===== config.mk =====
export PLATFORM = sky130hd
export DESIGN_NAME = soc_axi_regfile
export DESIGN_NICKNAME = d
export VERILOG_FILES = /design/src/rtl/soc_axi_regfile.sv
export SDC_FILE = /design/constraint.sdc
export NUM_CORES = 2
export LEC_CHECK = 0
export CAP_MARGIN = 20
export CORE_ASPECT_RATIO = 1.25
export CORE_MARGIN = 2
export CORE_UTILIZATION = 50
export CTS_CLUSTER_DIAMETER = 100
export DETAILED_ROUTE_END_ITERATION = 10
export GPL_TIMING_DRIVEN = 1
export PLACE_DENSITY = 0.78
export SYNTH_ARGS = -nofsm -noshare
export SYNTH_HDL_FRONTEND = slang
export SYNTH_SLANG_ARGS = --single-unit

===== constraint.sdc =====
create_clock -name aclk -period 3.9 [get_ports aclk]
set_clock_uncertainty 0.2 [all_clocks]
set_input_delay 0.78 -clock aclk [delete_from_list [all_inputs] [get_ports aclk]]
set_output_delay 0.78 -clock aclk [all_outputs]
set_load 0.05 [all_outputs]

===== src/rtl/soc_axi_regfile.sv =====
`default_nettype none
// ============================================================================
// Module   : soc_axi_regfile
// Purpose  : AXI4 slave exposing a resettable byte register file (SoC straps:
//            GPIO, PAUSER, obfuscation key) and NUM_LOG log-FIFO channels.
//            Independent read (IDLE/FETCH/BEAT) and write (IDLE/DATA/RESP)
//            state machines; INCR/FIXED bursts, SLVERR decode.
// Ports    : aclk, rst            - clock, synchronous active-high reset
//            ar*/r*               - AXI4 read address / read data channels
//            aw*/w*/b*            - AXI4 write address / data / response
//            gpio_in              - value returned for reads of 0x008
//            gpio_out, pauser     - register bytes 3..0 and 15..12
//            cptra_obf_key        - register bytes 63..32
//            log_char/empty/full  - per-channel FWFT FIFO read side
//            log_rd               - per-channel one-cycle pop pulses
// Revision : 1.0 - initial release
// ============================================================================
module soc_axi_regfile #(
  parameter int TAGW      = 16,
  parameter int MEM_BYTES = 64,
  parameter int NUM_LOG   = 2,
  parameter int ADDRW     = 13
) (
  input  logic                   aclk,
  input  logic                   rst,
  // read address
  input  logic                   arvalid,
  output logic                   arready,
  input  logic [31:0]            araddr,
  input  logic [TAGW-1:0]        arid,
  input  logic [7:0]             arlen,
  input  logic [1:0]             arburst,
  input  logic [2:0]             arsize,
  // read data
  output logic                   rvalid,
  input  logic                   rready,
  output logic [31:0]            rdata,
  output logic [1:0]             rresp,
  output logic [TAGW-1:0]        rid,
  output logic                   rlast,
  // write address
  input  logic                   awvalid,
  output logic                   awready,
  input  logic [31:0]            awaddr,
  input  logic [TAGW-1:0]        awid,
  input  logic [7:0]             awlen,
  input  logic [1:0]             awburst,
  input  logic [2:0]             awsize,
  // write data
  input  logic                   wvalid,
  output logic                   wready,
  input  logic [31:0]            wdata,
  input  logic [3:0]             wstrb,
  input  logic                   wlast,
  // write response
  output logic                   bvalid,
  input  logic                   bready,
  output logic [1:0]             bresp,
  output logic [TAGW-1:0]        bid,
  // SoC straps
  input  logic [31:0]            gpio_in,
  output logic [31:0]            gpio_out,
  output logic [31:0]            pauser,
  output logic [255:0]           cptra_obf_key,
  // log FIFO channels
  input  logic [8*NUM_LOG-1:0]   log_char,
  input  logic [NUM_LOG-1:0]     log_empty,
  input  logic [NUM_LOG-1:0]     log_full,
  output logic [NUM_LOG-1:0]     log_rd
);

  localparam int          MW            = $clog2(MEM_BYTES);
  localparam int          WAW           = ADDRW - 2;
  localparam logic [1:0]  C_RESP_OKAY   = 2'b00;
  localparam logic [1:0]  C_RESP_SLVERR = 2'b10;
  localparam logic [1:0]  C_BURST_FIXED = 2'b00;
  localparam logic [1:0]  C_BURST_WRAP  = 2'b10;
  localparam logic [31:0] C_LOG_BASE    = 32'h0000_1000;
  localparam logic [31:0] C_LOG_END     = C_LOG_BASE + 32'(8 * NUM_LOG);

  typedef enum logic [1:0] {R_IDLE = 2'd0, R_FETCH = 2'd1, R_BEAT = 2'd2} rstate_e;
  typedef enum logic [1:0] {W_IDLE = 2'd0, W_DATA = 2'd1, W_RESP = 2'd2} wstate_e;

  // register file
  logic [7:0]         mem_q [MEM_BYTES];
  logic [7:0]         mem_d [MEM_BYTES];

  // read side state
  rstate_e            rstate_q, rstate_d;
  logic [TAGW-1:0]    rid_q, rid_d;
  logic [WAW-1:0]     raddr_q, raddr_d;   // word address
  logic [7:0]         rlen_q, rlen_d;
  logic [7:0]         rcnt_q, rcnt_d;
  logic               rfixed_q, rfixed_d;
  logic               rbad_q, rbad_d;
  logic [31:0]        rdata_q, rdata_d;
  logic [1:0]         rresp_q, rresp_d;
  logic               rlast_q, rlast_d;
  logic [NUM_LOG-1:0] rpop_q, rpop_d;     // channel whose valid entry is on the bus
  logic [NUM_LOG-1:0] log_rd_q, log_rd_d;

  // write side state
  wstate_e            wstate_q, wstate_d;
  logic [TAGW-1:0]    bid_q, bid_d;
  logic [WAW-1:0]     waddr_q, waddr_d;
  logic [7:0]         wlen_q, wlen_d;
  logic [7:0]         wcnt_q, wcnt_d;
  logic               wfixed_q, wfixed_d;
  logic               wbad_q, wbad_d;
  logic               werr_q, werr_d;
  logic [1:0]         bresp_q, bresp_d;

  // combinational decode
  logic [31:0]        w_ra;
  logic [31:0]        w_wa;
  logic [31:0]        w_rd_data;
  logic [1:0]         w_rd_resp;
  logic [NUM_LOG-1:0] w_rd_pop;
  logic               w_wr_err;
  logic               w_unused;

  assign w_unused = ^{araddr[31:ADDRW], araddr[1:0], awaddr[31:ADDRW], awaddr[1:0], wlast};

  assign w_ra     = 32'({raddr_q, 2'b00});
  assign w_wa     = 32'({waddr_q, 2'b00});
  assign w_wr_err = wbad_q | (w_wa >= 32'(MEM_BYTES));

  // --------------------------------------------------------------------------
  // Read data decode for the current read address
  // --------------------------------------------------------------------------
  always_comb begin
    w_rd_data = 32'h0;
    w_rd_resp = C_RESP_SLVERR;
    w_rd_pop  = '0;
    if (!rbad_q) begin
      if (w_ra < 32'(MEM_BYTES)) begin
        w_rd_resp = C_RESP_OKAY;
        if (w_ra == 32'h8) begin
          w_rd_data = gpio_in;
        end else begin
          for (int b = 0; b < 4; b++) begin
            w_rd_data[8*b +: 8] = mem_q[{raddr_q[MW-3:0], 2'(b)}];
          end
        end
      end else if (w_ra >= C_LOG_BASE && w_ra < C_LOG_END) begin
        w_rd_resp = C_RESP_OKAY;
        for (int n = 0; n < NUM_LOG; n++) begin
          if (w_ra[5:3] == 3'(n)) begin
            if (w_ra[2]) begin
              w_rd_data = {30'h0, log_full[n], log_empty[n]};
            end else begin
              w_rd_data   = {23'h0, ~log_empty[n], log_char[8*n +: 8]};
              // only an entry that was actually presented may be popped
              w_rd_pop[n] = ~log_empty[n];
            end
          end
        end
      end
    end
  end

  // --------------------------------------------------------------------------
  // Read FSM
  // --------------------------------------------------------------------------
  always_comb begin
    rstate_d = rstate_q;
    rid_d    = rid_q;
    raddr_d  = raddr_q;
    rlen_d   = rlen_q;
    rcnt_d   = rcnt_q;
    rfixed_d = rfixed_q;
    rbad_d   = rbad_q;
    rdata_d  = rdata_q;
    rresp_d  = rresp_q;
    rlast_d  = rlast_q;
    rpop_d   = rpop_q;
    log_rd_d = '0;
    arready  = 1'b0;
    rvalid   = 1'b0;
    case (rstate_q)
      R_IDLE: begin
        arready = 1'b1;
        if (arvalid) begin
          rid_d    = arid;
          raddr_d  = araddr[ADDRW-1:2];
          rlen_d   = arlen;
          rcnt_d   = 8'h0;
          rfixed_d = (arburst == C_BURST_FIXED);
          rbad_d   = (arsize != 3'd2) || (arburst == C_BURST_WRAP);
          rstate_d = R_FETCH;
        end
      end
      R_FETCH: begin
        rdata_d  = w_rd_data;
        rresp_d  = w_rd_resp;
        rpop_d   = w_rd_pop;
        rlast_d  = (rcnt_q == rlen_q);
        rstate_d = R_BEAT;
      end
      R_BEAT: begin
        rvalid = 1'b1;
        if (rready) begin
          log_rd_d = rpop_q;
          if (rlast_q) begin
            rlast_d  = 1'b0;
            rstate_d = R_IDLE;
          end else begin
            rcnt_d   = rcnt_q + 8'd1;
            if (!rfixed_q) raddr_d = raddr_q + WAW'(1);
            rstate_d = R_FETCH;
          end
        end
      end
      default: rstate_d = R_IDLE;
    endcase
  end

  // --------------------------------------------------------------------------
  // Write FSM
  // --------------------------------------------------------------------------
  always_comb begin
    wstate_d = wstate_q;
    bid_d    = bid_q;
    waddr_d  = waddr_q;
    wlen_d   = wlen_q;
    wcnt_d   = wcnt_q;
    wfixed_d = wfixed_q;
    wbad_d   = wbad_q;
    werr_d   = werr_q;
    bresp_d  = bresp_q;
    mem_d    = mem_q;
    awready  = 1'b0;
    wready   = 1'b0;
    bvalid   = 1'b0;
    case (wstate_q)
      W_IDLE: begin
        awready = 1'b1;
        if (awvalid) begin
          bid_d    = awid;
          waddr_d  = awaddr[ADDRW-1:2];
          wlen_d   = awlen;
          wcnt_d   = 8'h0;
          wfixed_d = (awburst == C_BURST_FIXED);
          wbad_d   = (awsize != 3'd2) || (awburst == C_BURST_WRAP);
          werr_d   = 1'b0;
          wstate_d = W_DATA;
        end
      end
      W_DATA: begin
        wready = 1'b1;
        if (wvalid) begin
          if (!w_wr_err) begin
            for (int b = 0; b < 4; b++) begin
              if (wstrb[b]) mem_d[{waddr_q[MW-3:0], 2'(b)}] = wdata[8*b +: 8];
            end
          end
          werr_d = werr_q | w_wr_err;
          // the beat count, not wlast, terminates the burst
          if (wcnt_q == wlen_q) begin
            bresp_d  = (werr_q | w_wr_err) ? C_RESP_SLVERR : C_RESP_OKAY;
            wstate_d = W_RESP;
          end else begin
            wcnt_d = wcnt_q + 8'd1;
            if (!wfixed_q) waddr_d = waddr_q + WAW'(1);
          end
        end
      end
      W_RESP: begin
        bvalid = 1'b1;
        if (bready) wstate_d = W_IDLE;
      end
      default: wstate_d = W_IDLE;
    endcase
  end

  // --------------------------------------------------------------------------
  // State registers
  // --------------------------------------------------------------------------
  always_ff @(posedge aclk) begin
    if (rst) begin
      rstate_q <= R_IDLE;
      rid_q    <= '0;
      raddr_q  <= '0;
      rlen_q   <= 8'h0;
      rcnt_q   <= 8'h0;
      rfixed_q <= 1'b0;
      rbad_q   <= 1'b0;
      rdata_q  <= 32'h0;
      rresp_q  <= 2'b00;
      rlast_q  <= 1'b0;
      rpop_q   <= '0;
      log_rd_q <= '0;
      wstate_q <= W_IDLE;
      bid_q    <= '0;
      waddr_q  <= '0;
      wlen_q   <= 8'h0;
      wcnt_q   <= 8'h0;
      wfixed_q <= 1'b0;
      wbad_q   <= 1'b0;
      werr_q   <= 1'b0;
      bresp_q  <= 2'b00;
      for (int i = 0; i < MEM_BYTES; i++) mem_q[i] <= 8'h00;
    end else begin
      rstate_q <= rstate_d;
      rid_q    <= rid_d;
      raddr_q  <= raddr_d;
      rlen_q   <= rlen_d;
      rcnt_q   <= rcnt_d;
      rfixed_q <= rfixed_d;
      rbad_q   <= rbad_d;
      rdata_q  <= rdata_d;
      rresp_q  <= rresp_d;
      rlast_q  <= rlast_d;
      rpop_q   <= rpop_d;
      log_rd_q <= log_rd_d;
      wstate_q <= wstate_d;
      bid_q    <= bid_d;
      waddr_q  <= waddr_d;
      wlen_q   <= wlen_d;
      wcnt_q   <= wcnt_d;
      wfixed_q <= wfixed_d;
      wbad_q   <= wbad_d;
      werr_q   <= werr_d;
      bresp_q  <= bresp_d;
      mem_q    <= mem_d;
    end
  end

  // --------------------------------------------------------------------------
  // Outputs
  // --------------------------------------------------------------------------
  assign rdata    = rdata_q;
  assign rresp    = rresp_q;
  assign rid      = rid_q;
  assign rlast    = rlast_q;
  assign bresp    = bresp_q;
  assign bid      = bid_q;
  assign log_rd   = log_rd_q;
  assign gpio_out = {mem_q[3], mem_q[2], mem_q[1], mem_q[0]};
  assign pauser   = {mem_q[15], mem_q[14], mem_q[13], mem_q[12]};

  for (genvar gi = 0; gi < 32; gi++) begin : g_key
    assign cptra_obf_key[8*gi +: 8] = mem_q[32+gi];
  end

endmodule
`default_nettype wire


# ---- Word level (Yosys, flattened, before mapping)
# Cells that the tools add are included.
dict set report word_totals {
  input_bits 218
  reg_bits 648
  output_inout_bits 396
}
dict set report op_classes {
  n_reduce_logical 28
  muxes 93
  add_sub_neg 4
  order_cmp 16
  n_eq_ne 22
  n_bitwise 15
}
# op count
set ops {}
lappend ops {{512-bit two-way mux} 13}
lappend ops {{512-bit bitwise mux} 4}
lappend ops {{8-bit binary-select mux with 6-bit select} 4}
lappend ops {{8-bit demux with 6-bit select} 4}
lappend ops {{32-bit two-way mux} 5}
lappend ops {{8-bit two-way mux} 18}
lappend ops {{11-bit two-way mux} 8}
lappend ops {{7-bit greater-or-equal comparator, second input constant} 8}
lappend ops {{6-bit inverter with 7-bit output} 8}
lappend ops {{11-bit one-hot mux with 2 select lines} 2}
lappend ops {{8-bit one-hot mux with 2 select lines} 2}
lappend ops {{7-bit by 1-bit less-than comparator with 1-bit output, second input constant} 4}
lappend ops {{9-bit two-way mux} 3}
lappend ops {{2-bit two-way mux} 13}
lappend ops {{11-bit by 1-bit adder with 11-bit output, second input constant} 2}
lappend ops {{2-bit inequality test, second input constant} 10}
lappend ops {{8-bit by 1-bit adder with 8-bit output, second input constant} 2}
lappend ops {{8-bit equality test} 2}
lappend ops {{13-bit greater-or-equal comparator, second input constant} 1}
lappend ops {{13-bit by 7-bit greater-or-equal comparator with 1-bit output, second input constant} 1}
lappend ops {{13-bit less-than comparator, second input constant} 1}
lappend ops {{13-bit by 7-bit less-than comparator with 1-bit output, second input constant} 1}
lappend ops {{1-bit two-way mux} 13}
lappend ops {{2-bit one-hot mux with 3 select lines} 2}
lappend ops {{18 further kinds} 47}

# ---- Longest topological paths before layout
dict set report depth {
  depth_word 22
  depth_mapped 13
  ltp_nobuf 7
}

# ---- Worst setup path after synthesis
# OpenSTA, ideal clock, no wires.
dict set report synth_path {
  kind {reg2reg}
  start {register raddr_q[0]}
  end {register rdata_q[20] (netlist: rdata[20])}
  setup_time_ns 0.061
  stages_incl_launch_ff 14
  setup_slack_ns 0.468
  arrival_ns 3.171
  synth_period_minus_slack_ns 3.432
  t_required_ns 3.639
  path_cell_list {dfxtp_1 > buf_2 > buf_2 > buf_2 > inv_2 > buf_2 > buf_1 > ha_1 > or3b_2 > clkbuf_1 > nor3_1 > clkbuf_1 > a22oi_1 > nand2_1}
}
dict set report synth_via {
  elab_chain_len 7
}
# item line_no
set synth_lines {}
lappend synth_lines {{start, declared} 91} ;# logic [WAW-1:0] raddr_q, raddr_d;
lappend synth_lines {{start signal, assigned} 306} ;# raddr_q <= raddr_d;
lappend synth_lines {{6-bit inverter with 7-bit output (not written as such)} 142} ;# w_rd_data[8*b +: 8] = mem_q[{raddr_q[MW-3:0], 2'(b)}];
lappend synth_lines {{8-bit binary-select mux with 6-bit select} 142}
lappend synth_lines {{8-bit two-way mux (not written as such) (2 in a row)} 142}
lappend synth_lines {{32-bit two-way mux} 138} ;# if (w_ra == 32'h8) begin
lappend synth_lines {{32-bit two-way mux (*)} 136} ;# if (w_ra < 32'(MEM_BYTES)) begin
lappend synth_lines {{32-bit two-way mux (*)} 135} ;# if (!rbad_q) begin
lappend synth_lines {{end signal, assigned} 311} ;# rdata_q <= rdata_d;
lappend synth_lines {{end, declared} 96} ;# logic [31:0] rdata_q, rdata_d;
# Every way passes the cells marked *; elsewhere a longest branch is shown, timed or not. The select of a mux whose other input is x is not followed.
# A chain may end at the register's enable or synchronous reset.

# ---- Worst setup path in the final report
dict set report layout_path {
  start {register wstate_q[0]}
  end {output port wready}
}
dict set report layout_via {
  elab_chain_len 2
}
# item line_no
set layout_lines {}
lappend layout_lines {{start, declared} 103} ;# wstate_e wstate_q, wstate_d;
lappend layout_lines {{start signal, assigned} 316} ;# wstate_q <= wstate_d;
lappend layout_lines {{2-bit by 1-bit equality test with 1-bit output} 235} ;# case (wstate_q)
lappend layout_lines {{1-bit two-way mux} 235}
lappend layout_lines {{end, declared} 51} ;# output logic wready,
# Every way passes these cells.

==> flow_summary.yaml <==
flow_run:
  cap_violations: 0
yosys:
  async_reset_ff_share_pct: 0
  synth_top_area_share_pct: 41.49
  synth_cell_types: 77
  synth_area_per_cell_sq_um: 8.121
  syn-cell-area_sq_um: 31170
  yosysWarningCount: 0
  syn_inst: 3838
  ys.flop_type: "dfxtp_1"
  ys_seq_area_share_pct: 41.49
  synth_edf_count: 0
  ys_ff_latch: 646
  synth.area.top_cells: "dfxtp_1 (41%), nand2_1 (16%), a21oi_1 (9.5%)"
  yosysTopAreaCell: "dfxtp_1"
placed_design:
  dpl.hpwl_microns: 76630
  portBuffers: 568
  place_congestion: 0.8955
  dp_slack_ns: 0.3439
timing:
  fin_ws_ns: 0.5101
  fin_crit_ns: 3.390
  fin_crit_sh_pct: 86.92
  maxSlewViolCount: 0
  tns_ns: 0
  hold_viol_final: 0
  setup_violations: 0
  slew_headroom_pct: 26.18
  rsz0062_at_grt: "false"
  worst_slew_pin_slew_ns: 1.107
  fmax_ghz: 0.2950
clock_network:
  clock_path_buffers: 3
  clk_pin_slew_ns: 0.07
  htree_levels: 3
  cts-resized-gates: 0
  cts.sinks: 646
  ctsHoldBuffers: 0
  cts_tree: "built"
  numCtsBuffers: 66
  clkLatencyLatePin_ns: 0.62
  cts_setup_buffers: 0
  root_buffer: "clkbuf_16"
global_route:
  grt_pass1_vias: 27300
  grt_pass1_wl_microns: 165900
  grt_max_degree: 208
  grt_use_total_pct: 33.80
  antenna_found_initial: 6
  grt_overflow: 0
drt:
  dr.first_iter.drc_count: 3496
  drtPass1Iterations: 6
  routed_wl_microns: 112300
  viasPerCell: 5.915
  postRouteAntennaNets: 0
  vias: 28580
  drc_errors: 0
  wire_per_inst_microns: 23.23
floorplanning:
  initial_utilization_pct: 50.46
  die_y_microns: 283.2
  ios: 614
  rows: 102
  design.core.area_sq_um: 61770
  chipWidth_microns: 227.3
  fp.dieArea_sq_um: 64370
final_layout:
  seqCellArea_sq_um: 12940
  final_common_cell: "nand2_1"
  layout_common_cells: "nand2_1 (1301), dfxtp_1 (643), a21oi_1 (591), clkdlybuf4s50_1 (567), mux4_2 (124)"
  fillerInstances: 5332
  multi_input_area_sq_um: 14710
  final_layout_size_suffix_gt1_share_pct: 8.813
  nets: 4172
  area_growth_pct: 19.11
setup_path:
  critPathBufInv: 2
  crit_path_start_kind: "flop"
  cpMaxStageDelayCell: "clkdlybuf4s50_1"
  cp_top_family: "buffers and inverters"
  critPathKind: "flop to primary output"
  cpPeakStageDelay_ns: 0.82
  cp.arrival_ns: 2.41
  cp.required_ns: 2.92
  crit_fanout: 16
  path_cells: "nand2b_1 > inv_1 > clkdlybuf4s50_1"
  critPathCaptureType: "primary output"
  rrSetupSlack_ns: 0.87
power_and_ir_drop:
  finalPower_mw: 14.99
  power.density_nw_per_um2: 403.9
  peakVddDrop_v: 0.0002849
  p_leak_nw: 12.37
hold_path:
  hp-class: "flop to flop"
outcome:
  outcome: "finished clean"
## cells in the mapped netlist, types with 8 or more instances
| library cell | n |
|---|---|
| nand2_1 | 1301 |
| dfxtp_1 | 646 |
| a21oi_1 | 591 |
| buf_4 | 327 |
| clkbuf_1 | 199 |
| mux4_2 | 124 |
| nand3_1 | 80 |
| nor2_1 | 71 |
| o21ai_0 | 57 |
| a22oi_1 | 50 |
| buf_2 | 42 |
| mux2i_1 | 27 |
| nor2_2 | 23 |
| nor3_1 | 21 |
| nand4_1 | 16 |
| buf_1 | 15 |
| and2_1 | 14 |
| xor2_1 | 14 |
| a211oi_1 | 11 |
| inv_1 | 11 |
| xnor2_1 | 11 |
| and3_1 | 10 |
| nand2b_1 | 10 |
| nor2_8 | 10 |
| ha_1 | 8 |
| nor2b_1 | 8 |
| or3_1 | 8 |
## per-layer routing
metal	up-vias	track usage, %	wire length [microns]
met5	-	0	12
met4	2	22.11	7550
met3	388	9.064	12400
met2	1703	54.03	52310
met1	13610	39.69	39990
li1	12880	-	-
## tightest hold or removal path, cell delays in order, from the launching register on
cell,delay (ns)
dfxtp_1,0.30
nand2_1,0.05
a21oi_1,0.05
## final cells by class
cell class / count / share of cell area [%]
clock inverter: 21 / 0.7077
sequential: 646 / 34.86
antenna: 6 / 0.04044
multi-input combinational: 2593 / 39.63
clock buffer: 95 / 5.119
timing repair buffer: 626 / 16.70
inverter: 13 / 0.1314
tap: 832 / 2.804
## registers in the layout, indices dropped and copies added, names as in the netlist, 2 cells and up
signal,cells
wlen_q,8
bid,16
mem_q,192
log_rd,2
rstate_q,2
pauser,32
rpop_q,2
rdata,32
rlen_q,8
wstate_q,2
gpio_out,32
wcnt_q,8
rcnt_q,8
waddr_q,11
raddr_q,11
cptra_obf_key,256
rid,16
## kinds of logic (layout without fill, tap and decap cells)
kind of cell | Yosys count | in the layout | synth area share (%)
AND/OR/NAND/NOR | 1614 | 1614 | 22.06
AO/OA/AOI/OAI | 786 | 786 | 13.88
flip-flops | 646 | 646 | 41.49
buffers and inverters | 600 | 755 | 11.46
multiplexers | 158 | 158 | 10.08
XOR/XNOR | 25 | 25 | 0.7025
adder cells (fa/ha/maj) | 8 | 8 | 0.3211
other | 1 | 8 | 0.01203
## power by group
part           internal [mW]  leakage, nW  switching (mW)
clock                   3.68         1.06            2.79
combinational          0.569         6.09            1.16
sequential              6.68         5.22           0.118
total                   10.9         12.4            4.06
## final timing paths
check	to	start	cells past startpoint
min	mem_q[311]	mem_q[311]	2
min reg2reg	mem_q[311]	mem_q[311]	2
max	wready	wstate_q[0]	3
max reg2reg	mem_q[467]	waddr_q[4]	6
## metrics by stage
step / instance area (sq um) / std cells / util (%) / hold WS [ns]
finish: 37130 / 4832 / 60.10 / 0.2481
global route: 37120 / 4831 / 60.10 / 0.2616
CTS: 37110 / 4826 / 60.08 / 0.2489
detailed placement: 34950 / 4710 / 56.58 / 0.2404
global placement: 34950 / 4710 / 56.58 / 0.2343
floorplan: 31170 / 3839 / - / 0.2271
No activity file was read; power rests on OpenSTA's default activity.
